--- src/rtl/conv_layer_sequencer.sv ---
// Convolution layer sequencer: latches and validates a layer config, streams pixels into
// the window FIFO, issues one window read per cycle and indexes the returning results.
module conv_layer_sequencer #(
    parameter int ADDR_BIT = 10,
    parameter int CNT_W    = 22
) (
    input  logic              clk,
    input  logic              rst,
    input  logic              start,
    input  logic [ADDR_BIT:0] cfg_row_len,
    input  logic [ADDR_BIT:0] cfg_rows,
    input  logic [2:0]        cfg_stride,
    input  logic              pix_vld,
    output logic              pix_rdy,
    output logic              ff_wen,
    output logic              ff_ren,
    input  logic              ff_load_done,
    input  logic              ff_empty,
    input  logic              ff_full,
    input  logic              entry_vld,
    output logic              out_vld,
    output logic [ADDR_BIT:0] out_col,
    output logic [ADDR_BIT:0] out_row,
    output logic              busy,
    output logic              done,
    output logic              err
);
    localparam int AW = ADDR_BIT + 1;
    localparam int PW = 2 * AW;
    localparam int MW = (CNT_W > PW) ? CNT_W : PW;

    typedef enum logic [2:0] {IDLE, CHECK, RUN, DRAIN, DONE} state_t;

    state_t           state_q, state_d;
    logic [AW-1:0]    row_len_q, row_len_d, rows_q, rows_d, ow_q, ow_d;
    logic [AW-1:0]    out_col_q, out_col_d, out_row_q, out_row_d;
    logic [2:0]       stride_q, stride_d;
    logic [PW-1:0]    total_q, total_d, npix_q, npix_d;
    logic [CNT_W-1:0] pix_cnt_q, pix_cnt_d, rd_cnt_q, rd_cnt_d, out_cnt_q, out_cnt_d;
    logic             err_q, err_d;

    logic [AW-1:0] ow_c, oh_c;
    logic          cfg_ok, run, pix_rdy_c, ff_wen_c, ff_ren_c, out_vld_c;

    // Stride is restricted to 1 or 2, so the divide collapses to an optional shift.
    assign cfg_ok = ((stride_q == 3'd1) || (stride_q == 3'd2)) &&
                    (row_len_q >= AW'(3)) && (rows_q >= AW'(3));
    assign ow_c   = ((stride_q == 3'd2) ? ((row_len_q - AW'(3)) >> 1) : (row_len_q - AW'(3))) + AW'(1);
    assign oh_c   = ((stride_q == 3'd2) ? ((rows_q - AW'(3)) >> 1) : (rows_q - AW'(3))) + AW'(1);

    // Handshakes are masked during rst so nothing reaches the FIFO on the reset cycle.
    assign run       = (state_q == RUN) && !rst;
    assign pix_rdy_c = run && !ff_full && (MW'(pix_cnt_q) < MW'(npix_q));
    assign ff_wen_c  = pix_vld && pix_rdy_c;
    assign ff_ren_c  = run && ff_load_done && !ff_empty && (MW'(rd_cnt_q) < MW'(total_q));
    assign out_vld_c = !rst && ((state_q == RUN) || (state_q == DRAIN)) && entry_vld;

    assign pix_rdy = pix_rdy_c;
    assign ff_wen  = ff_wen_c;
    assign ff_ren  = ff_ren_c;
    assign out_vld = out_vld_c;
    assign out_col = out_col_q;
    assign out_row = out_row_q;
    assign busy    = !rst && (state_q inside {CHECK, RUN, DRAIN});
    assign done    = !rst && (state_q == DONE);
    assign err     = !rst && err_q;

    always_comb begin
        // NOTE: every _d gets its hold value first so no path through the case leaves a latch.
        state_d   = state_q;
        row_len_d = row_len_q;
        rows_d    = rows_q;
        stride_d  = stride_q;
        ow_d      = ow_q;
        total_d   = total_q;
        npix_d    = npix_q;
        err_d     = err_q;
        out_col_d = out_col_q;
        out_row_d = out_row_q;
        pix_cnt_d = pix_cnt_q + CNT_W'(ff_wen_c);
        rd_cnt_d  = rd_cnt_q + CNT_W'(ff_ren_c);
        out_cnt_d = out_cnt_q + CNT_W'(out_vld_c);

        if (out_vld_c) begin
            if (out_col_q == ow_q - AW'(1)) begin
                out_col_d = '0;
                out_row_d = out_row_q + AW'(1);
            end else begin
                out_col_d = out_col_q + AW'(1);
            end
        end

        case (state_q)
            IDLE: begin
                if (start) begin
                    row_len_d = cfg_row_len;
                    rows_d    = cfg_rows;
                    stride_d  = cfg_stride;
                    pix_cnt_d = '0;
                    rd_cnt_d  = '0;
                    out_cnt_d = '0;
                    out_col_d = '0;
                    out_row_d = '0;
                    state_d   = CHECK;
                end
            end
            CHECK: begin
                ow_d    = ow_c;
                total_d = PW'(ow_c) * PW'(oh_c);
                npix_d  = PW'(row_len_q) * PW'(rows_q);
                err_d   = !cfg_ok;
                state_d = cfg_ok ? RUN : IDLE;
            end
            RUN: begin
                if ((MW'(rd_cnt_d) == MW'(total_q)) && (MW'(pix_cnt_d) == MW'(npix_q)))
                    state_d = DRAIN;
            end
            DRAIN: begin
                // Results can already be complete on entry when pixels finished last.
                if (MW'(out_cnt_d) >= MW'(total_q))
                    state_d = DONE;
            end
            DONE:    state_d = IDLE;
            default: state_d = IDLE;
        endcase
    end

    always_ff @(posedge clk) begin
        // NOTE: non-blocking assignments only, so every flop samples the pre-edge _d values.
        if (rst) begin
            state_q   <= IDLE;
            row_len_q <= '0;
            rows_q    <= '0;
            stride_q  <= '0;
            ow_q      <= '0;
            total_q   <= '0;
            npix_q    <= '0;
            err_q     <= 1'b0;
            out_col_q <= '0;
            out_row_q <= '0;
            pix_cnt_q <= '0;
            rd_cnt_q  <= '0;
            out_cnt_q <= '0;
        end else begin
            state_q   <= state_d;
            row_len_q <= row_len_d;
            rows_q    <= rows_d;
            stride_q  <= stride_d;
            ow_q      <= ow_d;
            total_q   <= total_d;
            npix_q    <= npix_d;
            err_q     <= err_d;
            out_col_q <= out_col_d;
            out_row_q <= out_row_d;
            pix_cnt_q <= pix_cnt_d;
            rd_cnt_q  <= rd_cnt_d;
            out_cnt_q <= out_cnt_d;
        end
    end
endmodule

--- config.mk ---
export PLATFORM = sky130hd
export DESIGN_NAME = conv_layer_sequencer
export DESIGN_NICKNAME = d
export VERILOG_FILES = /design/src/rtl/conv_layer_sequencer.sv
export SDC_FILE = /design/constraint.sdc
export NUM_CORES = 1
export LEC_CHECK = 0
export CAP_MARGIN = 15
export CORE_ASPECT_RATIO = 1.1
export CORE_MARGIN = 3
export CORE_UTILIZATION = 55
export CTS_CLUSTER_SIZE = 14
export DETAILED_ROUTE_END_ITERATION = 10
export GPL_TIMING_DRIVEN = 1
export PLACE_DENSITY = 0.82
export SYNTH_ARGS = -nofsm -noshare
export SYNTH_HDL_FRONTEND = slang
export SYNTH_SLANG_ARGS = --single-unit
--- constraint.sdc ---
create_clock -name clk -period 9.9 [get_ports clk]
set_input_delay 0.99 -clock clk [delete_from_list [all_inputs] [get_ports clk]]
set_output_delay 0.99 -clock clk [all_outputs]
set_load 0.02 [all_outputs]
* Word-level counts from Yosys, hierarchy flattened *
Index checks and enable logic that the tools add are counted.

word-level totals
  input bits = 33
  bits in registers = 172
  output and inout bits = 29

cells by class
  $lt $le $gt $ge = 5
  multipliers = 2
  add/sub/neg operators = 10
  equality and inequality tests = 12
  multiplexer cells = 21
  reductions and logical operators = 25

operators with widths
  kind                                                                                   number
  22-bit two-way mux                                                                     6
  11-bit two-way mux                                                                     10
  22-bit by 1-bit adder with 22-bit output                                               3
  11-bit by 1-bit adder with 11-bit output (second input constant)                       4
  22-bit == test                                                                         2
  22-bit less-than comparator                                                            2
  11-bit by 11-bit multiplier with 22-bit output                                         2
  11-bit by 2-bit greater-or-equal comparator with 1-bit output (second input constant)  2
  22-bit greater-or-equal comparator                                                     1
  11-bit by 2-bit subtractor with 11-bit output (second input constant)                  2
  1-bit logical AND                                                                      15
  3-bit one-hot mux with 4 select lines                                                  1
  11-bit == test                                                                         1
  11-bit by 1-bit subtractor with 11-bit output (second input constant)                  1
  3-bit by 2-bit == test with 1-bit output (second input constant)                       3
  3-bit two-way mux                                                                      3
  3-bit by 1-bit == test with 1-bit output (second input constant)                       2
  1-bit zero test                                                                        4
  2-bit by 1-bit inequality test with 1-bit output (second input constant)               2
  3-bit == test (second input constant)                                                  1
  3-bit zero test                                                                        1
  3-bit AND reduction                                                                    1
  3-bit nonzero test                                                                     1
  1-bit logical OR                                                                       2
  other kinds (3)                                                                        3

* Longest topological paths before layout *
  depth after elaboration = 10
  gate-level depth with buffers = 33

* Worst setup path after synthesis *
Ideal clock, no wire load.

  path kind = register -> register
  from = reg stride_q[1]
  to = reg total_q[21]
  arrival time = 7,380 ps
  path buffers = 4
  cell stages (with the launch flop) = 32
  path slack = 2,414 ps
  path through = dfxtp_1 nor3b_2 buf_2 buf_2 buf_1 nand2_1 nand2_1 ha_1 inv_1 a2111oi_2 o211ai_1 nor4_2 a311oi_1 a31oi_1 buf_2 nand2b_1 fa_1 fa_1 inv_1 fa_1 fa_1 inv_1 fa_1 inv_1 ha_1 and4_1 a21oi_1 a21boi_0 and4b_1 nor3_1 o311a_1 o311ai_0

on the way
  longest elaborated chain between the ends = 4
  elaborated cells on any way between the ends = 6
  those cells by class = add/sub: 2; mul: 1; eq/ne: 1; mux: 2

ends and longest elaborated chain
  element                                                             RTL line  source
  start, declared                                                     37        logic [2:0] stride_q, stride_d;
  start signal, assigned                                              148       stride_q <= stride_d;
  3-bit by 2-bit == test with 1-bit output (*)                        48, 49
  11-bit two-way mux, on equally long branches                        48, 49
  11-bit by 1-bit adder with 11-bit output, on equally long branches  48, 49
  11-bit by 11-bit multiplier with 22-bit output (*)                  109       total_d = PW'(ow_c) * PW'(oh_c);
  end signal, assigned                                                150       total_q <= total_d;
  end, declared                                                       38        logic [PW-1:0] total_q, total_d, npix_q, npix_d;

Mark *: on every way between the ends. The rest lies on a longest branch, timed or not.
A chain may end at the register's enable or synchronous reset.

* Worst setup path after layout *
Ends and elaborated chain as after synthesis.

==> summary.md <==
| Metric | Value |
|---|---|
| Status | completed |
| Initial antenna violation count | 1 |
| Seq/Total Area, Yosys | 18.3% |
| Clk sinks | 172 |
| Crit-path cells | or3b_2 > o21ai_0 > clkinv_1 > ha_1 > inv_1 > a2111oi_2 > xnor2_1 > nand2_1 > fa_1 > inv_1 > fa_1 > fa_1 > fa_1 > inv_1 > fa_1 > inv_1 > ha_1 > and4_1 > a21oi_1 > a21boi_0 > and4b_1 > nor3_1 > o311a_1 > o311ai_0 |
| Detailed-route via count | 16200 |
| Fin cells | 2768 |
| Syn nets | 2730 |
| Pin count of the biggest net entering global routing | 65 |
| Final Max Slew Viols | 0 |
| Core ar. | 33500 sq um |
| Pre-Repair DR Iteration Count | 5 |
| Setup TNS | 0 ns |
| Final Wtd Congestion | 0.968 |
| Hold Crit Class | reg2reg |
| Initial core utilization | 56.2% |
| Final min period | 8.70 ns |
| Hpwl dp | 36600 um |
| Post-CTS Setup Inserts | 0 |
| Fmax | 0.115 GHz |
| Hold Fails Final Rpt | 0 |
| Vias in the first global route | 16300 |
| Post-synth EDFFs | 0 |
| First-pass GRT wire length | 78700 um |
| H-tree levels | 4 |
| Routed vias/inst | 5.86 |
| Total grt overflow | 0 |
| Starting DRT DRC Count | 1437 |
| Cts hold-fix bufs | 0 |
| Clk pin slew, worst setup/hold paths | 0.07 ns |
| Final worst-path cycle share | 87.8% |
| Synth warn | 0 |
| Die area | 36400 sq um |
| CP endpoint kind | register |
| #FFs+latches synth | 172 |
| Fraction of registers with async set/reset | 0% |
| Worst-path fanout max | 31 |
| Most used cell, CP | fa_1 |
| Share of layout cells above drive strength 1 | 3.34% |
| CTS tree | built |
| Wirelength per Cell | 17.1 um |
| Area Overhead vs Synth | 7.79% |
| Top Ports | 62 |
| Placed instance count | 2734 |
| Startpoint Class | register |
| Bufs on Longest Clock Path | 2 |
| Slowest-stage cell, CP | xnor2_1 |
| Synth unique cells | 74 |
| Clock skew | 0.0149 ns |
| CTS-repair resized insts | 0 |
| Later-pin clock latency in the skew report | 0.46 ns |
| Max stage delay on crit path | 0.97 ns |
| Synthesized cell area | 18800 sq um |
| Mean Syn Cell Area | 8.03 sq um |
| Net total in the final layout | 2712 |
| # rows | 70 |
| Worst endpoint data arrival time | 9.03 ns |
| Port Buffer Count | 61 |
| RSZ-0062 raised after global routing | no |
| Final WL | 47300 um |
| Max_slew headroom | 16.9% |
| Chip Height | 200 um |
| CTS Buf Count | 17 |
| Critical path start-end classification | reg2reg |
| Cells after Synth | 2340 |
| Worst EP required | 10.24 ns |
| Synth Flop Type | dfxtp_1 |
| Die X-Extent | 182 um |
| Actual slew at the worst max-slew pin | 1.24 ns |
| Root Buffer | clkbuf_16 |
| Antenna viol nets, final | 0 |
| MaxCap Viol Count | 0 |
| Final Setup Violations | 0 |
| Remaining DRCs | 0 |
| R2R Setup Slk | 1.20 ns |
| GRT Util Overall | 26.2% |
metal layers:
layer	global-route usage, %	vias up	part of all wire, %
met1	33.2	7866	43
met5	0	-	0
met2	45.7	514	48
met4	9.51	0	3.3
li1	-	7714	-
met3	4.02	132	5.6
worst max-delay path, delay by kind of cell (launching register included):
kind / cells / cell delay, ns
XOR/XNOR: 1 / 0.97
AO/OA/AOI/OAI: 6 / 1.83
AND/OR/NAND/NOR: 5 / 1.53
adder cells (fa/ha/maj): 7 / 3.15
buffers and inverters: 5 / 0.70
flip-flops: 1 / 0.39
stage by stage:
stage / area [sq um] / util (%) / setup WS [ns] / hold WS (ns)
floorplan: 18800 / - / 2.41 / 0.432
global placement: 19600 / 58.6 / 1.75 / 0.439
detailed placement: 19600 / 58.6 / 1.37 / 0.451
CTS: 20200 / 60.5 / 1.22 / 0.460
global route: 20300 / 60.5 / 0.530 / 0.478
finish: 20300 / 60.5 / 1.20 / 0.458
registers in the layout, summed over array words and instances, names as in the netlist:
| name | cells |
|---|---|
| rd_cnt_q | 22 |
| out_cnt_q | 22 |
| pix_cnt_q | 22 |
| out_col | 11 |
| npix_q | 22 |
| out_row | 11 |
| ow_q | 11 |
| total_q | 22 |
| err_q | 1 |
| stride_q | 3 |
| state_q | 3 |
| rows_q | 11 |
| row_len_q | 11 |
logic make-up after synthesis:
| logic type | count (synthesis) | share of synthesized area (%) |
|---|---|---|
| simple gates | 924 | 24.1 |
| buf+inv | 378 | 7.65 |
| fa+ha+maj | 357 | 30.2 |
| compound gates | 333 | 11.3 |
| flops | 172 | 18.3 |
| xor+xnor | 171 | 8.12 |
| mux | 5 | 0.266 |
final timing paths:
check | to | startpoint | depth (start not counted)
worst max-delay path | total_q[21] | stride_q[1] | 24
worst min-delay path | total_q[3] | total_q[3] | 2
worst max register to register | total_q[21] | stride_q[1] | 24
worst min register to register | total_q[3] | total_q[3] | 2
layout make-up:
type / count / area [sq um]
fillers: 2855 / 13200
inverters: 264 / 991
well taps: 432 / 541
repair buffers: 77 / 723
clock buffers: 17 / 425
multi-input cells: 1790 / 13900
diodes: 1 / 2.50
clock inverters: 15 / 208
flip-flops and latches: 172 / 3440
cell usage after synthesis, types with 10 or more instances:
cell | count | area [sq um]
a211oi_1 | 21 | 158
a21o_1 | 25 | 188
a21oi_1 | 112 | 561
a31oi_1 | 18 | 113
and2_1 | 90 | 563
and3_1 | 29 | 181
and4_1 | 11 | 96.3
clkbuf_1 | 99 | 372
dfxtp_1 | 172 | 3440
fa_1 | 160 | 3200
ha_1 | 197 | 2460
inv_1 | 263 | 987
nand2_1 | 300 | 1130
nand2b_1 | 48 | 300
nand3_1 | 67 | 335
nand4_1 | 32 | 200
nor2_1 | 203 | 762
nor2b_1 | 15 | 93.8
nor3_1 | 39 | 195
nor4_1 | 25 | 156
o211ai_1 | 12 | 90.1
o21ai_0 | 64 | 320
or2_2 | 10 | 62.6
or3_1 | 16 | 100
xnor2_1 | 116 | 1020
xor2_1 | 53 | 464
placed cells by master, fill, tap and decap left out, types with 18 or more instances in the layout:
cell             instances
a211oi_1                21
a21o_1                  25
and3_1                  29
nand2_1                299
a31oi_1                 18
xor2_1                  53
inv_1                  263
nand4_1                 32
xnor2_1                116
o21ai_0                 63
nor3_1                  39
nand3_1                 67
ha_1                   197
nor2_1                 203
a21oi_1                112
dfxtp_1                172
clkdlybuf4s50_1         60
nor4_1                  25
fa_1                   160
nand2b_1                48
and2_1                  89
Power is left out: the tool's default activity adds up to more than one toggle a clock period on the data nets, which glitch-free logic cannot reach.
